===== src/rtl/aes_pkg.sv =====
// Shared definitions for the AES host-side block transmitters/collectors.
package aes_pkg;

    localparam int AES_BLOCK_BYTES = 16;
    localparam int AES_BYTE_W      = 8;

    // Byte-index helpers: byte 0 lives in [127:120], byte 15 in [7:0].
    localparam logic [3:0] FIRST_BYTE = 4'd0;
    localparam logic [3:0] LAST_BYTE  = 4'd15;

    // Host FSM state encoding.
    typedef logic [1:0] host_state_t;
    localparam host_state_t ST_IDLE = 2'd0;
    localparam host_state_t ST_LOAD = 2'd1;
    localparam host_state_t ST_WAIT = 2'd2;
    localparam host_state_t ST_HOLD = 2'd3;

    // Returns byte idx of a 128-bit block (byte 0 = most significant).
    function automatic logic [7:0] block_byte(input logic [127:0] blk, input logic [3:0] idx);
        logic [127:0] shifted;
        shifted = blk << {idx, 3'b000};
        return shifted[127:120];
    endfunction

endpackage


===== src/rtl/aes_ct_capture.sv =====
// Byte shift register with a 16-byte window tap and a snapshot register.
// Stage 0 holds the newest byte; the window covers stages TAP+15 (oldest,
// mapped to [127:120]) down to TAP.
module aes_ct_capture #(
    parameter int DEPTH = 19,
    parameter int TAP   = 3
) (
    input  logic         clk,
    input  logic         rst,
    input  logic         shift_en,
    input  logic         snap_en,
    input  logic [7:0]   din,
    output logic [127:0] window
);

    logic [DEPTH*8-1:0] sr;
    logic [127:0]       tap_bytes;

    // Shift the newest byte in at the low end of the chain.
    always_ff @(posedge clk or posedge rst) begin
        if (rst) begin
            sr <= '0;
        end else if (shift_en) begin
            sr <= {sr[DEPTH*8-9:0], din};
        end
    end

    // Window byte gi (0 = oldest) comes from stage TAP+15-gi.
    generate
        for (genvar gi = 0; gi < 16; gi++) begin : g_tap
            assign tap_bytes[127-8*gi -: 8] = sr[8*(TAP+15-gi) +: 8];
        end
    endgenerate

    // Freeze the window into the output register on request.
    always_ff @(posedge clk or posedge rst) begin
        if (rst) begin
            window <= '0;
        end else if (snap_en) begin
            window <= tap_bytes;
        end
    end

endmodule


===== src/rtl/aes_block_host.sv =====
// Host-side transmitter/collector for the byte-serial AES-128 core:
// serialises a plaintext block into the core, captures the ciphertext
// stream and hands it back as one 128-bit word.
module aes_block_host
    import aes_pkg::*;
#(
    parameter int DONE_LAG       = 3,
    parameter int TIMEOUT_CYCLES = 1023
) (
    input  logic         clk,
    input  logic         rst,
    input  logic         blk_valid,
    output logic         blk_ready,
    input  logic [127:0] blk_plain,
    output logic         start_system,
    output logic [7:0]   data_in,
    input  logic [7:0]   out_ADDROUND,
    input  logic         DONE,
    output logic         ct_valid,
    input  logic         ct_ready,
    output logic [127:0] ct_data,
    output logic         busy,
    output logic         err
);

    localparam int TMO_W = ($clog2(TIMEOUT_CYCLES + 1) > 10) ? $clog2(TIMEOUT_CYCLES + 1) : 10;
    localparam logic [TMO_W-1:0] TMO_LIMIT = TMO_W'(TIMEOUT_CYCLES);

    host_state_t      state, state_next;
    logic             ready;
    logic [127:0]     plain;
    logic [3:0]       byte_cnt;
    logic [TMO_W-1:0] tmo_cnt;
    logic             done_d;
    logic             accept;
    logic             done_rise;
    logic             timeout;

    assign accept    = (state == ST_IDLE) && ready && blk_valid;
    assign done_rise = DONE && !done_d;
    // A genuine DONE edge wins over a timeout landing in the same cycle.
    assign timeout   = (state == ST_WAIT) && (tmo_cnt == TMO_LIMIT) && !done_rise;

    // Next-state selection for the IDLE/LOAD/WAIT/HOLD sequence.
    always_comb begin
        state_next = state;
        case (state)
            ST_IDLE: if (accept)                   state_next = ST_LOAD;
            ST_LOAD: if (byte_cnt == LAST_BYTE)    state_next = ST_WAIT;
            ST_WAIT: begin
                if (done_rise)                     state_next = ST_HOLD;
                else if (timeout)                  state_next = ST_IDLE;
            end
            ST_HOLD: if (ct_ready)                 state_next = ST_IDLE;
            default:                               state_next = ST_IDLE;
        endcase
    end

    // State register.
    always_ff @(posedge clk or posedge rst) begin
        if (rst) state <= ST_IDLE;
        else     state <= state_next;
    end

    // Registered ready keeps blk_ready low throughout reset and makes a
    // handoff cycle never double as an accept cycle.
    always_ff @(posedge clk or posedge rst) begin
        if (rst) ready <= 1'b0;
        else     ready <= (state_next == ST_IDLE);
    end

    // Plaintext latch on accept.
    always_ff @(posedge clk or posedge rst) begin
        if (rst)         plain <= '0;
        else if (accept) plain <= blk_plain;
    end

    // Byte counter: byte 0 goes out in the accept cycle, so LOAD starts at 1
    // and the 4-bit counter wraps back to 0 as LOAD ends.
    always_ff @(posedge clk or posedge rst) begin
        if (rst)                    byte_cnt <= 4'd0;
        else if (accept)            byte_cnt <= 4'd1;
        else if (state == ST_LOAD)  byte_cnt <= byte_cnt + 4'd1;
    end

    // Timeout counter: held clear through LOAD, saturating count in WAIT.
    always_ff @(posedge clk or posedge rst) begin
        if (rst) begin
            tmo_cnt <= '0;
        end else if (state == ST_LOAD) begin
            tmo_cnt <= '0;
        end else if ((state == ST_WAIT) && (tmo_cnt != {TMO_W{1'b1}})) begin
            tmo_cnt <= tmo_cnt + 1'b1;
        end
    end

    // Delayed DONE for rising-edge detection.
    always_ff @(posedge clk or posedge rst) begin
        if (rst) done_d <= 1'b0;
        else     done_d <= DONE;
    end

    aes_ct_capture #(
        .DEPTH (AES_BLOCK_BYTES + DONE_LAG),
        .TAP   (DONE_LAG)
    ) u_capture (
        .clk      (clk),
        .rst      (rst),
        .shift_en (state == ST_WAIT),
        .snap_en  ((state == ST_WAIT) && done_rise),
        .din      (out_ADDROUND),
        .window   (ct_data)
    );

    // Output decode; byte 0 bypasses the latch so it leaves in the accept cycle.
    always_comb begin
        data_in = 8'h00;
        if (accept)                data_in = block_byte(blk_plain, FIRST_BYTE);
        else if (state == ST_LOAD) data_in = block_byte(plain, byte_cnt);
    end

    assign blk_ready    = ready;
    assign start_system = accept;
    assign ct_valid     = (state == ST_HOLD);
    assign busy         = (state != ST_IDLE);
    assign err          = timeout;

endmodule


===== config.mk =====
export PLATFORM = sky130hd
export DESIGN_NAME = aes_block_host
export DESIGN_NICKNAME = d
export VERILOG_FILES = /design/src/rtl/aes_pkg.sv /design/src/rtl/aes_ct_capture.sv /design/src/rtl/aes_block_host.sv
export SDC_FILE = /design/constraint.sdc
export NUM_CORES = 1
export LEC_CHECK = 0
export BUFFER_PORTS_ARGS = -buffer_cell sky130_fd_sc_hd__buf_2
export CAP_MARGIN = 20
export CORE_UTILIZATION = 50
export DETAILED_ROUTE_END_ITERATION = 10
export GPL_TIMING_DRIVEN = 0
export PLACE_DENSITY = 0.75
export SYNTH_ARGS = -nofsm -noshare
export SYNTH_HDL_FRONTEND = slang
export SYNTH_SLANG_ARGS = --single-unit

===== constraint.sdc =====
create_clock -name clk -period 20.6 [get_ports clk]
set_input_delay 3.09 -clock clk [delete_from_list [all_inputs] [get_ports clk]]
set_output_delay 3.09 -clock clk [all_outputs]
set_load 0.05 [all_outputs]

# After elaboration in Yosys (flattened, before gate mapping)
# Cells that the tools add are included.
# word_totals
input_bits,141
register_bits,426
out_inout_bits,141
word_cells,43
# op_classes
n_addsub,2
shift,1
reduce_logical,14
n_mux,12
eq_ne,6
# op_table
cell,n
128-bit by 7-bit << shifter with 128-bit output,1
10-bit two-way mux,2
8-bit two-way mux,2
10-bit by 1-bit adder with 10-bit output (second input constant),1
10-bit equality test (second input constant),1
2-bit two-way mux,5
10-bit != test (second input constant),1
4-bit two-way mux,2
2-bit case mux with 4 select lines,1
1-bit logical AND,7
2-bit nonzero test,3
4-bit by 1-bit adder with 4-bit output (second input constant),1
2-bit equality test (second input constant),2
4-bit equality test (second input constant),1
2-bit logical NOT,2
2-bit by 1-bit equality test with 1-bit output (second input constant),1
1-bit logical NOT,2

# Longest topological paths before layout
# depth
ltp_word,8
depth_mapped,7
depth_no_buf,5

# Modules after synthesis
# A second synthesis with hierarchy kept.
# unflattened
hier_cells,1343
area_unflattened_um2,17699.5
# modules_own_cells
module,seq_area_each_um2,area_per_inst_um2,instances,cells_each
aes_ct_capture,7006.7,10711.5,1,592
aes_block_host,3653.5,6988.0,1,751

# Least setup slack after synthesis
# OpenSTA, ideal clock, no wires.
# synth_timing
path_kind,input to output
start,in DONE
end,out err
n_path_buf,0
arrival_time_ns,4.708
stages,2
required_ns,17.510
path_slack_ns,12.802
path_cell_list,nor2b_1 > nor4_1
# synth_between
elab_chain_len,3
# synth_rtl
item,line,source
"start, declared",aes_block_host.sv:18,"input logic DONE,"
1-bit logical AND,aes_block_host.sv:40,assign done_rise = DONE && !done_d;
1-bit logical NOT,aes_block_host.sv:42,assign timeout = (state == ST_WAIT) && (tmo_cnt == TMO_LIMIT) && !done_rise;
1-bit logical AND,aes_block_host.sv:42,
"end, declared",aes_block_host.sv:23,output logic err
# No other way between the ends.

# Worst setup path in the final report
# layout_timing
start,in blk_valid
end,out data_in[7]
# layout_between
elab_chain_len,2
# layout_rtl
item,line,source
"start, declared",aes_block_host.sv:12,"input logic blk_valid,"
1-bit logical AND,aes_block_host.sv:39,assign accept = (state == ST_IDLE) && ready && blk_valid;
8-bit two-way mux,aes_block_host.sv:118,"if (accept) data_in = block_byte(blk_plain, FIRST_BYTE);"
"end, declared",aes_block_host.sv:16,"output logic [7:0] data_in,"
# No other way between the ends.

==> results.yml <==
global_route:
  antenna_found_initial: 1
  overflow: 0
  grt_use_total: 0.242
  grt_max_degree: 128
  grt_pass1_wl_mm: 67.8
  grt_pass1_vias: 12800
critical_path:
  cp_slowest_cell: "clkbuf_1"
  crit_path_frequent_cell: "buf_2"
  max_stage_delay_ns: 0.53
  crit_buf_inv: 4
  cp_max_fo: 10
  path_class: "input pin to primary output"
  crit_path_end_kind: "primary output"
  start_kind: "input pin"
  critPathRequiredTime_ns: 17.51
  cp.arrival_ns: 4.79
  cpLargestDelayFamily: "buffers and inverters"
  cp_cell_sequence: "buf_2, nand3_1, inv_2, clkbuf_1, nand2_1, o211ai_1, buf_2"
sta:
  tightestPinTransition_ns: 0.756
  setup-tns-final_ns: 0
  finClkSkew_ns: 0.0180
  worst_hold_slack_ns: 0.466
  min_period_ns: 7.88
  drv_slew: 0
  slew_headroom: 0.496
  setup_viol: 0
  finalHoldViolations: 0
  rsz0062_at_grt: "no"
  fmax_mhz: 127
  worst_slack_ns: 12.72
  post-route-period-util: 0.383
clocking:
  cts_hold_buf: 0
  path_clk_slew_ns: 0.06
  clk_path_buf_depth: 3
  cts_tree: "built"
  clock_latency_ns: 0.54
  clockRootBuffer: "clkbuf_16"
  cts_max_level: 2
  cts.sinks: 426
  cts-buffers-inserted: 44
  postCtsSetupRepairBufs: 0
  cts_resized: 0
finish:
  final_util: 0.617
  final_cell_mix: "862 x nand2_1, 426 x dfrtp_1, 306 x buf_2, 87 x mux2_1, 56 x clkbuf_1"
  fillCellCount: 2754
  antenna_cells: 0
  fin_nets: 2146
  layout_commonest_cell: "nand2_1"
  drive_above_1_share: 0.224
  syn_to_final_growth_pct: 20.7
floorplanning:
  initial_utilization: 0.511
  ios: 282
  rows: 67
  die-area_sq_um: 35200
  die_y_um: 188
  core_area_sq_um: 33700
  die_width_um: 188
placement:
  io_buffer_count: 281
  pre_cts_ws_ns: 12.73
  hpwl_mm: 29.6
  gp_congestion: 0.882
routing:
  route.vias.total: 12900
  highest_layer: "met5"
  wl_per_cell_um: 16.7
  drt_wl_total_mm: 41.6
  via_per_inst: 5.18
  dr.pass1.iters: 5
  drc: 0
  wl_met3_mm: 2.38
  drt-met1-wl_mm: 18.1
  drt-initial-drc-count: 1043
  antenna_left: 0
  wl_met2_mm: 19.9
flow_run:
  cap_viol_max_count: 0
synthesis:
  ys_warn_count: 0
  synth-async-reset-ratio: 1.00
  syn_area_per_cell_sq_um: 10.3
  yosysSeqAreaShare: 0.619
  synthesis.nets: 1816
  netlist_instances: 1673
  ys_ff_latch: 426
  synth_edf_count: 0
  yosysTopAreaCell: "dfrtp_1"
  synth.distinct_cells: 48
  syn_area_sq_um: 17200
  yosys-top-cells-area: "dfrtp_1 62%, nand2_1 19%, mux2_1 5.7%"
  synth_top_area_frac: 0.619
  ys.flop_type: "dfrtp_1"
run_status:
  status: "finished, final reports clean"
pwr:
  power.density_nw_per_um2: 145
  peakVddDrop_mv: 0.0909
  finalPower_mw: 3.02
  p_leak_nw: 11.7
hold_path:
  hp-class: "flop to flop"
## stage by stage
step	instances	area, sq um
2_1_floorplan	1673	17200
3_3_place_gp	2402	19200
3_5_place_dp	2405	19300
4_1_cts	2484	20800
5_1_grt	2484	20800
6_report	2484	20800
## where the power goes
part | switching (mW) | internal [mW] | leakage (nW) | total, mW
clock | 0.329 | 0.495 | 0.741 | 0.824
sequential | 0.155 | 1.08 | 5.68 | 1.23
combinational | 0.660 | 0.306 | 5.28 | 0.966
total | 1.14 | 1.88 | 11.7 | 3.02
## synthesized netlist by cell type, types with 2 or more instances
library cell,n
mux2_1,87
a211o_1,8
dfrtp_1,426
nand4_1,8
nor2b_1,13
a311oi_1,2
mux4_2,16
nor2_1,9
mux2_2,41
buf_4,10
nand3_1,3
nand4_2,2
nand2b_1,3
a22oi_1,8
a21oi_1,10
inv_1,6
o211ai_1,10
and3_1,2
mux2i_1,33
o21ai_0,2
ha_1,2
clkbuf_1,47
nand2_1,862
and2_1,3
xor2_1,3
buf_1,10
or3_1,2
buf_2,25
## worst register-to-register path: cells and delay by family, from the launching register on
family / cells / cell delay, ns
AND/OR/NAND/NOR: 4 / 0.75
flip-flops: 1 / 0.43
buffers and inverters: 3 / 1.15
## registers in the layout, indices dropped and copies added (netlist names)
register and count:
blk_ready 1, byte_cnt 4, done_d 1, plain 128, state 2, tmo_cnt 10, u_capture.sr 152, u_capture.window 128
## final timing paths
path,from,endpoint,slack (ns),cells past startpoint
max,blk_valid,data_in[7],12.72,7
min,u_capture.sr[0],u_capture.sr[8],0.47,2
max reg2reg,state[1],plain[33],18.21,7
min reg2reg,u_capture.sr[0],u_capture.sr[8],0.47,2
max in group asynchronous,rst,tmo_cnt[9],16.50,4
min in group asynchronous,rst,u_capture.window[86],2.59,2
## cell families (layout without fill, tap and decap cells)
family	Yosys count	after routing	synth area share
simple gates	914	914	0.207
flops	426	426	0.619
mux	177	177	0.124
buf+inv	100	463	0.0262
compound gates	50	50	0.0214
xor+xnor	4	4	0.00203
fa+ha+maj	2	2	0.00145
## final cells by class
class                      instances  area, sq um  area share
multi-input combinational       1147         6120       0.294
inverter                           7         33.8     0.00162
timing repair buffer             284         1490      0.0716
sequential                       426        10700       0.512
clock inverter                    16          244      0.0117
tap                              448          561      0.0269
clock buffer                      63         1270      0.0612
buffer                            93          425      0.0204
## per-layer routing
| metal | track usage | up-vias |
|---|---|---|
| li1 | - | 6031 |
| met1 | 0.340 | 6315 |
| met2 | 0.387 | 423 |
| met3 | 0.0346 | 87 |
| met4 | 0.0801 | 2 |
| met5 | 0 | - |
No activity file was read; power rests on OpenSTA's default activity.
